File: config.mk
export PLATFORM = sky130hd
export DESIGN_NAME = ctrl_mailbox_flat
export DESIGN_NICKNAME = d
export VERILOG_FILES = /design/src/rtl/ctrl_mailbox_pkg.sv /design/src/rtl/ctrl_mailbox_if.sv /design/src/rtl/ctrl_mailbox_filter.sv /design/src/rtl/ctrl_mailbox.sv /design/src/flat_wrapper.sv
export SDC_FILE = /design/constraint.sdc
export NUM_CORES = 1
export LEC_CHECK = 0
export ABC_AREA = 1
export CAP_MARGIN = 20
export CORE_UTILIZATION = 50
export CTS_CLUSTER_DIAMETER = 50
export DETAILED_ROUTE_END_ITERATION = 8
export PLACE_DENSITY = 0.93
export SLEW_MARGIN = 30
export SYNTH_ARGS = -nofsm -noshare
export SYNTH_HDL_FRONTEND = slang
export SYNTH_SLANG_ARGS = --single-unit
File: constraint.sdc
create_clock -name soc_clk -period 2.9 [get_ports soc_clk]
set_input_delay 0.58 -clock soc_clk [delete_from_list [all_inputs] [get_ports soc_clk]]
set_output_delay 0.58 -clock soc_clk [all_outputs]
set_load 0.02 [all_outputs]
File: src/rtl/ctrl_mailbox_pkg.sv
// rtl/ctrl_mailbox_pkg.sv - register offsets, bit positions, response fields and state enum for ctrl_mailbox
package ctrl_mailbox_pkg;

    localparam logic [3:0] ADDR_RXDATA = 4'h0;
    localparam logic [3:0] ADDR_TXDATA = 4'h4;
    localparam logic [3:0] ADDR_STATUS = 4'h8;
    localparam logic [3:0] ADDR_CTRL   = 4'hC;

    localparam int STATUS_RX_VALID_BIT = 0;
    localparam int STATUS_OVF_BIT      = 1;
    localparam int CTRL_IE_BIT         = 0;

    localparam int HOST_TOG_BIT    = 31;
    localparam int RESP_ACK_BIT    = 31;
    localparam int RESP_TX_TOG_BIT = 30;
    localparam int RESP_TX_DATA_W  = 24;

    typedef enum logic [1:0] {
        IDLE   = 2'd0,
        SETTLE = 2'd1,
        FULL   = 2'd2
    } mbox_state_t;

    // Bits [29:24] of the response word always read as zero.
    function automatic logic [31:0] resp_word(
        input logic                      ack,
        input logic                      tx_tog,
        input logic [RESP_TX_DATA_W-1:0] tx_data
    );
        logic [31:0] w;
        w                        = '0;
        w[RESP_ACK_BIT]          = ack;
        w[RESP_TX_TOG_BIT]       = tx_tog;
        w[RESP_TX_DATA_W-1:0]    = tx_data;
        return w;
    endfunction

endpackage

File: src/rtl/ctrl_mailbox_if.sv
// rtl/ctrl_mailbox_if.sv - APB register bus for ctrl_mailbox
interface ctrl_mailbox_if;
    import ctrl_mailbox_pkg::*;

    logic [3:0]  paddr;
    logic        psel;
    logic        penable;
    logic        pwrite;
    logic [31:0] pwdata;
    logic [31:0] prdata;
    logic        pready;
    logic        pslverr;

    modport master (
        output paddr, psel, penable, pwrite, pwdata,
        input  prdata, pready, pslverr
    );

    modport slave (
        input  paddr, psel, penable, pwrite, pwdata,
        output prdata, pready, pslverr
    );

endinterface

File: src/rtl/ctrl_mailbox_filter.sv
// rtl/ctrl_mailbox_filter.sv - host toggle detect and stability filter; holds one message until popped
module ctrl_mailbox_filter
    import ctrl_mailbox_pkg::*;
#(
    parameter int STABLE_CYCLES = 4
) (
    input  logic        clk,
    input  logic        aresetn,
    input  logic [31:0] host_word,
    input  logic        pop,
    output logic        rx_valid,
    output logic        capture,
    output logic [30:0] capture_data,
    output logic        last_tog,
    output logic        ovf_event
);

    localparam logic [3:0] CNT_LAST = 4'(STABLE_CYCLES - 1);

    mbox_state_t state, state_nxt;
    logic [3:0]  cnt, cnt_nxt;
    logic [31:0] sample, sample_nxt;
    logic        last_tog_nxt;
    logic        prev_tog;

    always_ff @(posedge clk or negedge aresetn) begin
        if (!aresetn) begin
            state    <= IDLE;
            cnt      <= '0;
            sample   <= '0;
            last_tog <= 1'b0;
            prev_tog <= 1'b0;
        end else begin
            state    <= state_nxt;
            cnt      <= cnt_nxt;
            sample   <= sample_nxt;
            last_tog <= last_tog_nxt;
            prev_tog <= host_word[HOST_TOG_BIT];
        end
    end

    always_comb begin
        state_nxt    = state;
        cnt_nxt      = cnt;
        sample_nxt   = sample;
        last_tog_nxt = last_tog;
        capture      = 1'b0;
        ovf_event    = 1'b0;
        case (state)
            IDLE: begin
                if (host_word[HOST_TOG_BIT] != last_tog) begin
                    sample_nxt = host_word;
                    cnt_nxt    = '0;
                    state_nxt  = SETTLE;
                end
            end
            SETTLE: begin
                // The sample register has been seen STABLE_CYCLES times once cnt hits CNT_LAST.
                if (host_word[HOST_TOG_BIT] == last_tog) begin
                    state_nxt = IDLE;
                end else if (cnt == CNT_LAST) begin
                    capture      = 1'b1;
                    last_tog_nxt = sample[HOST_TOG_BIT];
                    state_nxt    = FULL;
                end else if (host_word == sample) begin
                    cnt_nxt = cnt + 4'd1;
                end else begin
                    sample_nxt = host_word;
                    cnt_nxt    = '0;
                end
            end
            FULL: begin
                ovf_event = host_word[HOST_TOG_BIT] != prev_tog;
                if (pop) begin
                    state_nxt = IDLE;
                end
            end
            default: state_nxt = IDLE;
        endcase
    end

    assign rx_valid     = state == FULL;
    assign capture_data = sample[30:0];

endmodule

File: src/rtl/ctrl_mailbox.sv
// rtl/ctrl_mailbox.sv - host/SoC mailbox with APB registers; CTRL_MAILBOX_IRQ_EN enables the ie bit and irq
module ctrl_mailbox
    import ctrl_mailbox_pkg::*;
#(
    parameter int STABLE_CYCLES = 4
) (
    input  logic          soc_clk,
    input  logic          aresetn,
    input  logic [31:0]   dat_ctrl_to_cfg,
    output logic [31:0]   dat_cfg_to_ctrl,
    ctrl_mailbox_if.slave apb,
    output logic          irq
);

    logic        wr_access;
    logic        rd_access;
    logic        pop;
    logic        ovf_clr;
    logic        rx_valid;
    logic        capture;
    logic [30:0] capture_data;
    logic        last_tog;
    logic        ovf_event;
    logic [30:0] rx_data;
    logic        ack;
    logic        tx_tog;
    logic [23:0] tx_data;
    logic        ovf;
    logic        unused_pwdata;

    assign wr_access = apb.psel & apb.penable & apb.pwrite;
    assign rd_access = apb.psel & apb.penable & ~apb.pwrite;
    assign pop       = rd_access && (apb.paddr == ADDR_RXDATA) && rx_valid;
    assign ovf_clr   = wr_access && (apb.paddr == ADDR_STATUS) && apb.pwdata[STATUS_OVF_BIT];

    assign unused_pwdata = ^apb.pwdata[31:24];

    ctrl_mailbox_filter #(
        .STABLE_CYCLES(STABLE_CYCLES)
    ) u_filter (
        .clk          (soc_clk),
        .aresetn      (aresetn),
        .host_word    (dat_ctrl_to_cfg),
        .pop          (pop),
        .rx_valid     (rx_valid),
        .capture      (capture),
        .capture_data (capture_data),
        .last_tog     (last_tog),
        .ovf_event    (ovf_event)
    );

    always_ff @(posedge soc_clk or negedge aresetn) begin
        if (!aresetn) begin
            rx_data <= '0;
            ack     <= 1'b0;
            tx_tog  <= 1'b0;
            tx_data <= '0;
            ovf     <= 1'b0;
        end else begin
            if (capture) begin
                rx_data <= capture_data;
            end
            if (pop) begin
                ack <= last_tog;
            end
            if (wr_access && (apb.paddr == ADDR_TXDATA)) begin
                tx_data <= apb.pwdata[23:0];
                tx_tog  <= ~tx_tog;
            end
            // A fresh overflow beats a simultaneous write-1-to-clear.
            if (ovf_event) begin
                ovf <= 1'b1;
            end else if (ovf_clr) begin
                ovf <= 1'b0;
            end
        end
    end

`ifdef CTRL_MAILBOX_IRQ_EN
    logic ie;

    always_ff @(posedge soc_clk or negedge aresetn) begin
        if (!aresetn) begin
            ie  <= 1'b0;
            irq <= 1'b0;
        end else begin
            if (wr_access && (apb.paddr == ADDR_CTRL)) begin
                ie <= apb.pwdata[CTRL_IE_BIT];
            end
            irq <= ie & (rx_valid | ovf);
        end
    end
`else
    assign irq = 1'b0;
`endif

    always_comb begin
        apb.prdata = '0;
        case (apb.paddr)
            ADDR_RXDATA: apb.prdata = {1'b0, rx_data};
            ADDR_TXDATA: apb.prdata = {8'h00, tx_data};
            ADDR_STATUS: begin
                apb.prdata[STATUS_RX_VALID_BIT] = rx_valid;
                apb.prdata[STATUS_OVF_BIT]      = ovf;
            end
`ifdef CTRL_MAILBOX_IRQ_EN
            ADDR_CTRL:   apb.prdata[CTRL_IE_BIT] = ie;
`endif
            default:     apb.prdata = '0;
        endcase
    end

    assign apb.pready      = 1'b1;
    assign apb.pslverr     = 1'b0;
    assign dat_cfg_to_ctrl = resp_word(ack, tx_tog, tx_data);

endmodule

File: src/flat_wrapper.sv
// flat-port wrapper written by rule: the top's interface ports become plain ports
module ctrl_mailbox_flat import ctrl_mailbox_pkg::*;
#(
    parameter int STABLE_CYCLES = 4
)
  (soc_clk, aresetn, dat_ctrl_to_cfg, dat_cfg_to_ctrl, irq, apb_paddr, apb_psel, apb_penable, apb_pwrite, apb_pwdata, apb_prdata, apb_pready, apb_pslverr);
  ctrl_mailbox_if apb_i ();
  input  logic soc_clk;
  input  logic aresetn;
  input  logic [31:0] dat_ctrl_to_cfg;
  output logic [31:0] dat_cfg_to_ctrl;
  output logic irq;
  input wire logic [$bits(apb_i.paddr)-1:0] apb_paddr;
  input wire logic [$bits(apb_i.psel)-1:0] apb_psel;
  input wire logic [$bits(apb_i.penable)-1:0] apb_penable;
  input wire logic [$bits(apb_i.pwrite)-1:0] apb_pwrite;
  input wire logic [$bits(apb_i.pwdata)-1:0] apb_pwdata;
  output wire logic [$bits(apb_i.prdata)-1:0] apb_prdata;
  output wire logic [$bits(apb_i.pready)-1:0] apb_pready;
  output wire logic [$bits(apb_i.pslverr)-1:0] apb_pslverr;
  assign apb_i.paddr = apb_paddr;
  assign apb_i.psel = apb_psel;
  assign apb_i.penable = apb_penable;
  assign apb_i.pwrite = apb_pwrite;
  assign apb_i.pwdata = apb_pwdata;
  assign apb_prdata = apb_i.prdata;
  assign apb_pready = apb_i.pready;
  assign apb_pslverr = apb_i.pslverr;
  ctrl_mailbox #(.STABLE_CYCLES(STABLE_CYCLES)) u_core (.soc_clk(soc_clk), .aresetn(aresetn), .dat_ctrl_to_cfg(dat_ctrl_to_cfg), .dat_cfg_to_ctrl(dat_cfg_to_ctrl), .apb(apb_i), .irq(irq));
endmodule
## After elaboration in Yosys (flattened, before gate mapping)

Index checks and enable logic that the tools add are counted.

- Flip-flop bits (word level): 98
- Bits of input ports: 73
- Output and inout port bits: 67
- Logic and storage cells: 68

- Add/sub/neg operators: 1
- Equal/unequal tests: 15
- Muxes and demuxes: 23
- Bitwise operators: 6
- Reductions and logical operators: 13

Operator list:

| cell | count |
|---|---|
| 2-to-1 mux 32 bit | 4 |
| case mux 32 bit (2 select lines) | 1 |
| case mux 29 bit (2 select lines) | 1 |
| equality test 32 bit | 1 |
| 2-to-1 mux 4 bit | 4 |
| case mux 2 bit (3 select lines) | 2 |
| 2-to-1 mux 2 bit | 4 |
| != test 2 bit (second input constant) | 4 |
| case mux 4 bit (2 select lines) | 1 |
| 2-to-1 mux 1 bit | 6 |
| AND reduction 3 bit | 2 |
| logical AND 1 bit | 5 |
| AND reduction 5 bit | 1 |
| adder 4 x 1 -> 4 bit (second input constant) | 1 |
| equality test 4 x 2 -> 1 bit (second input constant) | 1 |
| equality test 4 x 3 -> 1 bit (second input constant) | 1 |
| equality test 4 bit (second input constant) | 1 |
| zero test 4 bit | 1 |
| AND reduction 4 bit | 1 |
| nonzero test 2 bit | 2 |
| AND 1 bit | 3 |
| != test 3 bit (second input constant) | 1 |
| inverter 1 bit | 3 |
| equality test 2 x 1 -> 1 bit (second input constant) | 1 |
| 5 further kinds | 6 |

## Logic depth before layout (Yosys ltp)

Gate-level depths: netlist of the first run.

- Depth after elaboration: 6
- Mapped depth: 14
- Mapped depth without buffers: 13

## Hierarchy

A second synthesis of the first run with hierarchy kept.

- Cell total of the unflattened synthesis: 657
- Area total of the unflattened synthesis: 5177.5 µm²

Modules (own cells, without submodules):

| module | instances | cells each | area each (µm²) | sequential area each (µm²) |
|---|---|---|---|---|
| ctrl_mailbox | 1 | 341 | 2768.9 | 1451.4 |
| ctrl_mailbox_filter | 1 | 316 | 2408.6 | 1001.0 |

## Worst setup path after synthesis of the first run

No wires, ideal clock.

- Path kind: input to output
- Start point: input port apb_paddr[1]
- End point: output port apb_prdata[10]
- Data arrival time: 1652 ps
- Required time: 2320 ps
- Slack: 668 ps
- Stages: 5
- Buffers on the path: 1
- Cell sequence: nor2_1 > nand3_1 > inv_1 > clkbuf_1 > a22o_1

- Cells in the longest elaborated chain, start to end: 2
- Elaborated cells on any way between the ends: 3
- Classes of those cells: eq/ne: 1; mux: 1; reduce/logical: 1

Ends and longest elaborated chain:

| item | line | source |
|---|---|---|
| from (decl) | flat_wrapper.sv:13 | `input wire logic [$bits(apb_i.paddr)-1:0] apb_paddr;` |
| equality test 4 x 3 -> 1 bit or zero test 4 bit (tied branches) | ctrl_mailbox.sv:99 | `case (apb.paddr)` |
| case mux 29 bit (2 select lines) * | ctrl_mailbox.sv:99 |  |
| to (decl) | flat_wrapper.sv:18 | `output wire logic [$bits(apb_i.prdata)-1:0] apb_prdata;` |

Mark *: on every way between the ends. The rest lies on a longest branch, timed or not.

## Worst setup path after layout of the first run

- Start point: input port apb_paddr[3]
- End point: output port apb_prdata[26]

The elaborated chain is that of the path after synthesis.

==> metrics.md, run 1 <==
| Metric | Value |
|---|---|
| Crit path max-delay family | buffers and inverters |
| CTS tree | done |
| First-pass GRT wire length | about 19 mm |
| Cells after synthesis | 495 |
| Most frequent CP cell | clkdlybuf4s50_1 |
| Placed insts | between 700 and 800 |
| Initial core utilization | just over 50% |
| YS warnings | 0 |
| Most common cell after layout, fill and taps aside | nand2_1 |
| Vias after detailed routing | 3892 |
| Hold slack | 0.255 ns |
| Slew at the pin closest to its max-slew limit | between 0.7 and 0.8 ns |
| Initial DRC Count | 160 |
| CP cell instances | clkdlybuf4s50_1 -> inv_1 -> nand3_1 -> buf_4 -> nor2_1 -> clkdlybuf4s50_1 |
| Final Cycle Share | a little over nine tenths |
| WP buf/inv | 4 |
| Avg Cell Area, Syn | 9.62 um2 |
| Max Cap Violations | 0 |
| Yosys cell types | 28 |
| Most frequent cells in the layout | nand2_1, dfrtp_1, clkdlybuf4s50_1 |
| # DRC | 0 |
| CTS H-tree depth | 3 |
| RSZ-0062 raised after global routing | no |
| GR Overflow Total | 0 |
| Post-Syn Area | 4760 um2 |
| Clock sinks | 98 |
| Global placement routability congestion | 0.777 |
| Synth-to-Final Area Change | 31.2% |
| WP data required | approximately 2.3 ns |
| Root Driver | clkbuf_8 |
| Total core area | 9240 um2 |
| Vias per cell | 5.22 |
| DIE HEIGHT | roughly 100 um |
| Nets | 686 |
| Final setup vio count | 0 |
| Clock-pin slew on the worst setup and hold paths | 0.09 ns |
| Num CTS Buffers | 9 |
| I/O pin total | 140 |
| Clk buf depth | 2 |
| Fillers | 729 |
| CTS Hold Buffers Added | 0 |
| Clock skew | 0.0157 ns |
| Worst skew pair latency | 0.37 ns |
| Num rows | 35 |
| Critical path endpoint category | primary output |
| IR drop worst, VDD | 278 uV |
| Slew Viols, Final | 0 |
| Die X-Extent | roughly 100 um |
| Initial antenna violation count | 0 |
| Largest net degree at the start of global routing | 56 |
| Number of synthesized register bits | 98 |
| Dpl hpwl | 8.17 mm |
| Min-delay worst type | in -> async |
| Worst-path fanout max | 8 |
| Leakage | 3.15 nW |
| Setup Crit Path Kind | in -> out |
| Post-CTS Setup Inserts | 0 |
| Worst path slowest cell | clkdlybuf4s50_1 |
| Drt pass-1 iters | 5 |
| Layout cell share with drive strength beyond 1 | between 10% and 20% |
| Final core utilization | 67.6% |
| Slew HR | 52.2% |
| Antenna violation net count after detailed routing | 0 |
| Buffers on Ports | about 120 |
| Tmin final | 2.79 ns |
| Slowest Stage Delay on Critical Path | a little over 0.6 ns |
| Antenna Cells | 0 |
| Vias in the first global route | between 4000 and 5000 |
| DR WL/cell | between 15 and 20 um |
| PD cells | 509 nW/um2 |
| Max Freq | roughly 360 MHz |
| Final hold vios | 0 |
| Register area share after synthesis | 51.5% |
| Die Footprint | 9920 um2 |
| CP Launch Type | input pin |
| Final WL | 11.4 mm |
| Non-Filler Instances | 746 |
| Status | completed |
| GRT Overall Usage | 24.3% |
| WP data arrival | between 2 and 2.5 ns |
## layer usage
metal	vias up	wire length, um	GRT usage, %
li1	1816	-	-
met1	1916	4630	27.6
met2	138	5920	44.3
met3	22	652	5.90
met4	0	211	8.48
met5	-	0	0
## sequential cells by signal, summed over array words and instances, names as in the netlist
register and count:
u_core.ack 1, u_core.ovf 1, u_core.rx_data 31, u_core.tx_data 24, u_core.tx_tog 1, u_core.u_filter.cnt 4, u_core.u_filter.last_tog 1, u_core.u_filter.prev_tog 1
u_core.u_filter.sample 32, u_core.u_filter.state 2
## cell type report
class	count	area (um2)	share of cell area (%)
Clock buffer	11	141	2.26
Clock inverter	5	85.1	1.36
Inverter	37	139	2.22
Multi-Input combinational cell	336	1980	31.7
Sequential cell	98	2450	39.2
Tap cell	129	161	2.58
Timing Repair Buffer	130	1290	20.6
## stage by stage
| step | TNS (ns) | worst slack (ns) | total power, mW | cell area [um2] |
|---|---|---|---|---|
| CTS | 0 | 0.0781 | 3.19 | 6250 |
| global placement | -0.868 | -0.0686 | 2.17 | 6050 |
| floorplan | 0 | 0.668 | 1.92 | 4790 |
| global route | 0 | 0.0228 | 3.32 | 6250 |
| finish | 0 | 0.107 | 3.18 | 6250 |
| detailed placement | -1.64 | -0.135 | 2.20 | 6050 |
## worst paths after layout
kind                            slack, ns                    endpoint                        from  cells past startpoint
worst max-delay path                 0.11              apb_prdata[26]                apb_paddr[3]                      6
worst min-delay path                 0.25          u_core.rx_data[29]                     aresetn                      1
worst max register to register       0.78  u_core.u_filter.sample[10]  u_core.u_filter.sample[22]                     11
worst min register to register       0.48               u_core.tx_tog               u_core.tx_tog                      1
max in group asynchronous            1.94          u_core.rx_data[24]                     aresetn                      2
min in group soc_clk                 0.48               u_core.tx_tog               u_core.tx_tog                      1
## power breakdown
part	leakage [nW]	total (mW)	internal, mW	switching, mW
registers	1.27	1.57	1.48	0.0945
logic	1.77	0.602	0.300	0.301
clock network	0.110	1.01	0.515	0.492
total	3.15	3.18	2.29	0.888
## logic make-up after synthesis
family / count (synthesis) / share of synthesized area (%)
AND/OR/NAND/NOR: 212 / 18.8
other: 2 / 0.158
buffers and inverters: 69 / 7.49
AO/OA/AOI/OAI: 42 / 6.46
multiplexers: 44 / 10.4
adder cells (fa/ha/maj): 1 / 0.263
flip-flops: 98 / 51.5
XOR/XNOR: 27 / 4.97
## synth_stat cells (all sizes together)
library cell / count / area share (%)
nand2: 140 / 12
nand3: 40 / 4.2
or2: 2 / 0.26
clkbuf: 6 / 0.47
o21ai: 10 / 1.1
o31ai: 3 / 0.47
dfrtp: 98 / 51
o22ai: 1 / 0.13
conb: 2 / 0.16
nor2: 26 / 2.1
ha: 1 / 0.26
and3: 1 / 0.13
inv: 37 / 2.9
a32o: 1 / 0.21
buf: 26 / 4.1
xor2: 3 / 0.55
nor3: 3 / 0.55
xnor2: 24 / 4.4
mux2: 44 / 10
a22o: 22 / 4.0
a21oi: 4 / 0.42
a31oi: 1 / 0.13
## what timing repair did
| action | in CTS | in global routing |
|---|---|---|
| resized for setup | 24 | 1 |
| endpoints found under the hold margin | 0 | 0 |
| endpoints found under the setup margin | 24 | 1 |
Power figures use the tool's default switching activity.
==> run 2, diff against run 1 <==
--- a/config.mk
+++ b/config.mk
@@ -6,12 +6,12 @@
 export NUM_CORES = 1
 export LEC_CHECK = 0
 export ABC_AREA = 1
-export CAP_MARGIN = 20
 export CORE_UTILIZATION = 50
 export CTS_CLUSTER_DIAMETER = 50
 export DETAILED_ROUTE_END_ITERATION = 8
-export PLACE_DENSITY = 0.93
+export PLACE_DENSITY = 0.82
 export SLEW_MARGIN = 30
 export SYNTH_ARGS = -nofsm -noshare
 export SYNTH_HDL_FRONTEND = slang
+export SYNTH_HIERARCHICAL = 1
 export SYNTH_SLANG_ARGS = --single-unit
==> metrics.md, run 2 <==
| Metric | Value |
|---|---|
| Fillers | 812 (+11%) |
| R2R cell count | 11 (unchanged) |
| Non-Filler Instances | 878 (+18%) |
| Slowest Stage Delay on Critical Path | 0.61 ns (about the same) |
| Post-cts resize count | 9 (-63%) |
| Number of synthesized register bits | 98 (unchanged) |
| Power Total | 3.42 mW (+7.6%) |
| Antenna Cells | 0 (unchanged) |
| Clk buf depth | 2 (unchanged) |
| RSZ-0062 raised after global routing | no |
| Post-synth top cells | nand2_1, dfrtp_1, inv_1 |
| Most flops, register | u_core/u_filter/sample |
| Sw Ratio | 32.2% (+4.3 points) |
| Leakage | 3.45 nW (+9.4%) |
| Buffers on Ports | 121 (unchanged) |
| IR drop worst, VDD | 274 uV (-1.6%) |
| Final core utilization | 64.9% (-2.7 points) |
| Layout cell share with drive strength beyond 1 | 7.52% (-5.1 points) |
| Top cells by area in the synthesized netlist | dfrtp_1, nand2_1, buf_4, xnor2_1, inv_1 |
| Die X-Extent | 104 um (+4.2%) |
| Most common cell after layout, fill and taps aside | nand2_1 |
| WP buf/inv | 3 (-1) |
| I/O pin total | 140 (unchanged) |
| Most frequent CP cell | clkdlybuf4s50_1 |
| Post-Syn Area | 5180 um2 (+8.7%) |
| Worst-path fanout max | 8 (unchanged) |
| Max reg flops | 32 (unchanged) |
| Most frequent cells in the layout | nand2_1, dfrtp_1, clkdlybuf4s50_1 |
| Largest net degree at the start of global routing | 52 (-7.1%) |
| Worst skew pair latency | 0.37 ns (about the same) |
| Dpl hpwl | 8.72 mm (+6.8%) |
| Final hold vios | 0 (unchanged) |
| Placed insts | 862 (+18%) |
| Post-route cell area | 6440 um2 (+3.0%) |
| WP data required | 2.32 ns (about the same) |
| Setup slack after placement | -0.0456 ns (+0.0892 ns) |
| CP Launch Type | input pin |
| Setup Crit Path Kind | in -> out |
| Vias per cell | 4.90 (-6.0%) |
| Post-synth top area cell | dfrtp_1 |
| EDFF count, synth | 0 (unchanged) |
| Total core area | 9910 um2 (+7.2%) |
| Initial antenna violation count | 0 (unchanged) |
| Vias in the first global route | 4308 (+4.3%) |
| Status | completed |
| CTS tree | done |
| Nets | 814 (+19%) |
| DIE HEIGHT | 104 um (+4.2%) |
| Num rows | 36 (+2.9%) |
| Worst r2r dst | u_core/u_filter/sample[20] |
| Placed Area | 6190 um2 (+2.3%) |
| Clock sinks | 98 (unchanged) |
| Power share of the clock group | 27.6% (-4.1 points) |
| Ys async rst share | 100% (unchanged) |
| Synth-to-Final Area Change | 24.3% |
| Min-delay worst type | in -> async |
| CTS H-tree depth | 3 (unchanged) |
| Final WL | 11.9 mm (+4.5%) |
| GR Overflow Total | 0 (unchanged) |
| Register area share after synthesis | 47.4% (-4.1 points) |
| Flop pwr share | 49.7% (+0.3 points) |
| Vias after detailed routing | 4306 (+11%) |
| WP data arrival | 2.21 ns (about the same) |
| Max Cap Violations | 0 (unchanged) |
| R2R Setup Slk | 0.88 ns (+0.10 ns) |
| R2R Path Start | u_core/u_filter/sample[25] |
| Final setup vio count | 0 (unchanged) |
| Worst path slowest cell | clkdlybuf4s50_1 |
| Setup_tns | 0 ns (unchanged) |
| # DRC | 0 (unchanged) |
| Initial DRC Count | 209 (+31%) |
| Slew HR | 57.8% (+5.6 points) |
| Post-synth top area share | 47.4% (-4.1 points) |
| CTS Hold Buffers Added | 0 (unchanged) |
| Worst Setup Slack, final | 0.111 ns (+0.00409 ns) |
| Initial core utilization | 52.2% (+0.71 points) |
| Drt pass-1 iters | 4 (-1) |
| Avg Cell Area, Syn | 7.88 um2 (-18%) |
| Main synth FF type | dfrtp_1 |
| DR WL/cell | 13.6 um (-11%) |
| CP cell instances | clkdlybuf4s50_1 -> nor2_4 -> nand2_1 -> buf_4 -> nor2_1 -> clkdlybuf4s50_1 |
| Slew at the pin closest to its max-slew limit | 0.633 ns (-0.0841 ns) |
| Slew Viols, Final | 0 (unchanged) |
| Tmin final | 2.79 ns (-0.00409 ns) |
| GRT Overall Usage | 23.4% (-0.81 points) |
| Instance count on the critical path | 6 (unchanged) |
| Switch Pwr | 1.10 mW (+24%) |
| Crit path max-delay family | buffers and inverters |
| PD cells | 531 nW/um2 (+4.5%) |
| Post-CTS Setup Inserts | 0 (unchanged) |
| Global placement routability congestion | 0.806 (+3.7%) |
| Max Freq | 359 MHz (+0.15%) |
| Die Footprint | 10800 um2 (+8.5%) |
| Clock-pin slew on the worst setup and hold paths | 0.10 ns (about the same) |
| Cells after synthesis | 657 (+33%) |
| Yosys cell types | 28 (unchanged) |
| Int Pwr | 2.32 mW (+1.2%) |
| Most common cell in the netlist | nand2_1 |
| YS warnings | 6 (+6) |
| Combinational group share of total power | 22.7% (+3.8 points) |
| Clock skew | 0.0139 ns (-0.00182 ns) |
| Num CTS Buffers | 9 (unchanged) |
| Critical path endpoint category | primary output |
| Biggest regs | u_core/u_filter/sample: 32 flops, u_core/rx_data: 31 flops, u_core/tx_data: 24 flops |
| Final Cycle Share | 96.2% (-0.14 points) |
| Antenna violation net count after detailed routing | 0 (unchanged) |
| Hold slack | 0.217 ns (-0.0382 ns) |
| First-pass GRT wire length | 20.3 mm (+7.5%) |
| Root Driver | clkbuf_8 |
run 2: how the worst max path moves through the flow:
stage / start / end / slack, ns
CTS: apb_paddr[1] / apb_prdata[7] / 0.00002
global placement: apb_paddr[2] / apb_prdata[0] / 0.002
detailed placement: apb_paddr[2] / apb_prdata[0] / -0.05
finish: apb_paddr[1] / apb_prdata[30] / 0.11
global route: apb_paddr[1] / apb_prdata[29] / 0.03
floorplan: apb_paddr[1] / apb_prdata[10] / 1.03
run 2: cells by family after synthesis:
kind of cell             after synthesis  synth area share [%]
AND/OR/NAND/NOR                      338                  27.3
buffers and inverters                131                  14.2
flip-flops                            98                  47.4
AO/OA/AOI/OAI                         58                  5.75
XOR/XNOR                              27                  4.57
other                                  2                 0.145
multiplexers                           2                 0.435
adder cells (fa/ha/maj)                1                 0.242
run 2: per-layer routing:
layer / share of wire (%) / track usage (%) / vias up
met5: 0 / 0 / -
met4: 3.2 / 11.6 / 0
met3: 4.7 / 4.34 / 29
met2: 49 / 38.5 / 143
met1: 43 / 29.9 / 2006
li1: - / - / 2128
run 2: cell type report:
| class | count | area (um2) | area share, % |
|---|---|---|---|
| clock buffer | 9 | 124 | 1.92 |
| tap | 133 | 166 | 2.59 |
| timing repair buffer | 132 | 1330 | 20.7 |
| clock inverter | 7 | 90.1 | 1.40 |
| inverter | 63 | 241 | 3.75 |
| multi-input combinational | 436 | 2030 | 31.5 |
| sequential | 98 | 2450 | 38.1 |
run 2: power groups by stage:
stage / combinational [mW] / sequential (mW) / clock [mW]
after floorplan: 0.559 / 1.74 / 0
after global placement: 0.744 / 1.71 / 0
after detailed placement: 0.774 / 1.72 / 0
after CTS: 0.780 / 1.70 / 0.968
after global routing: 0.865 / 1.73 / 1.02
final: 0.775 / 1.70 / 0.946
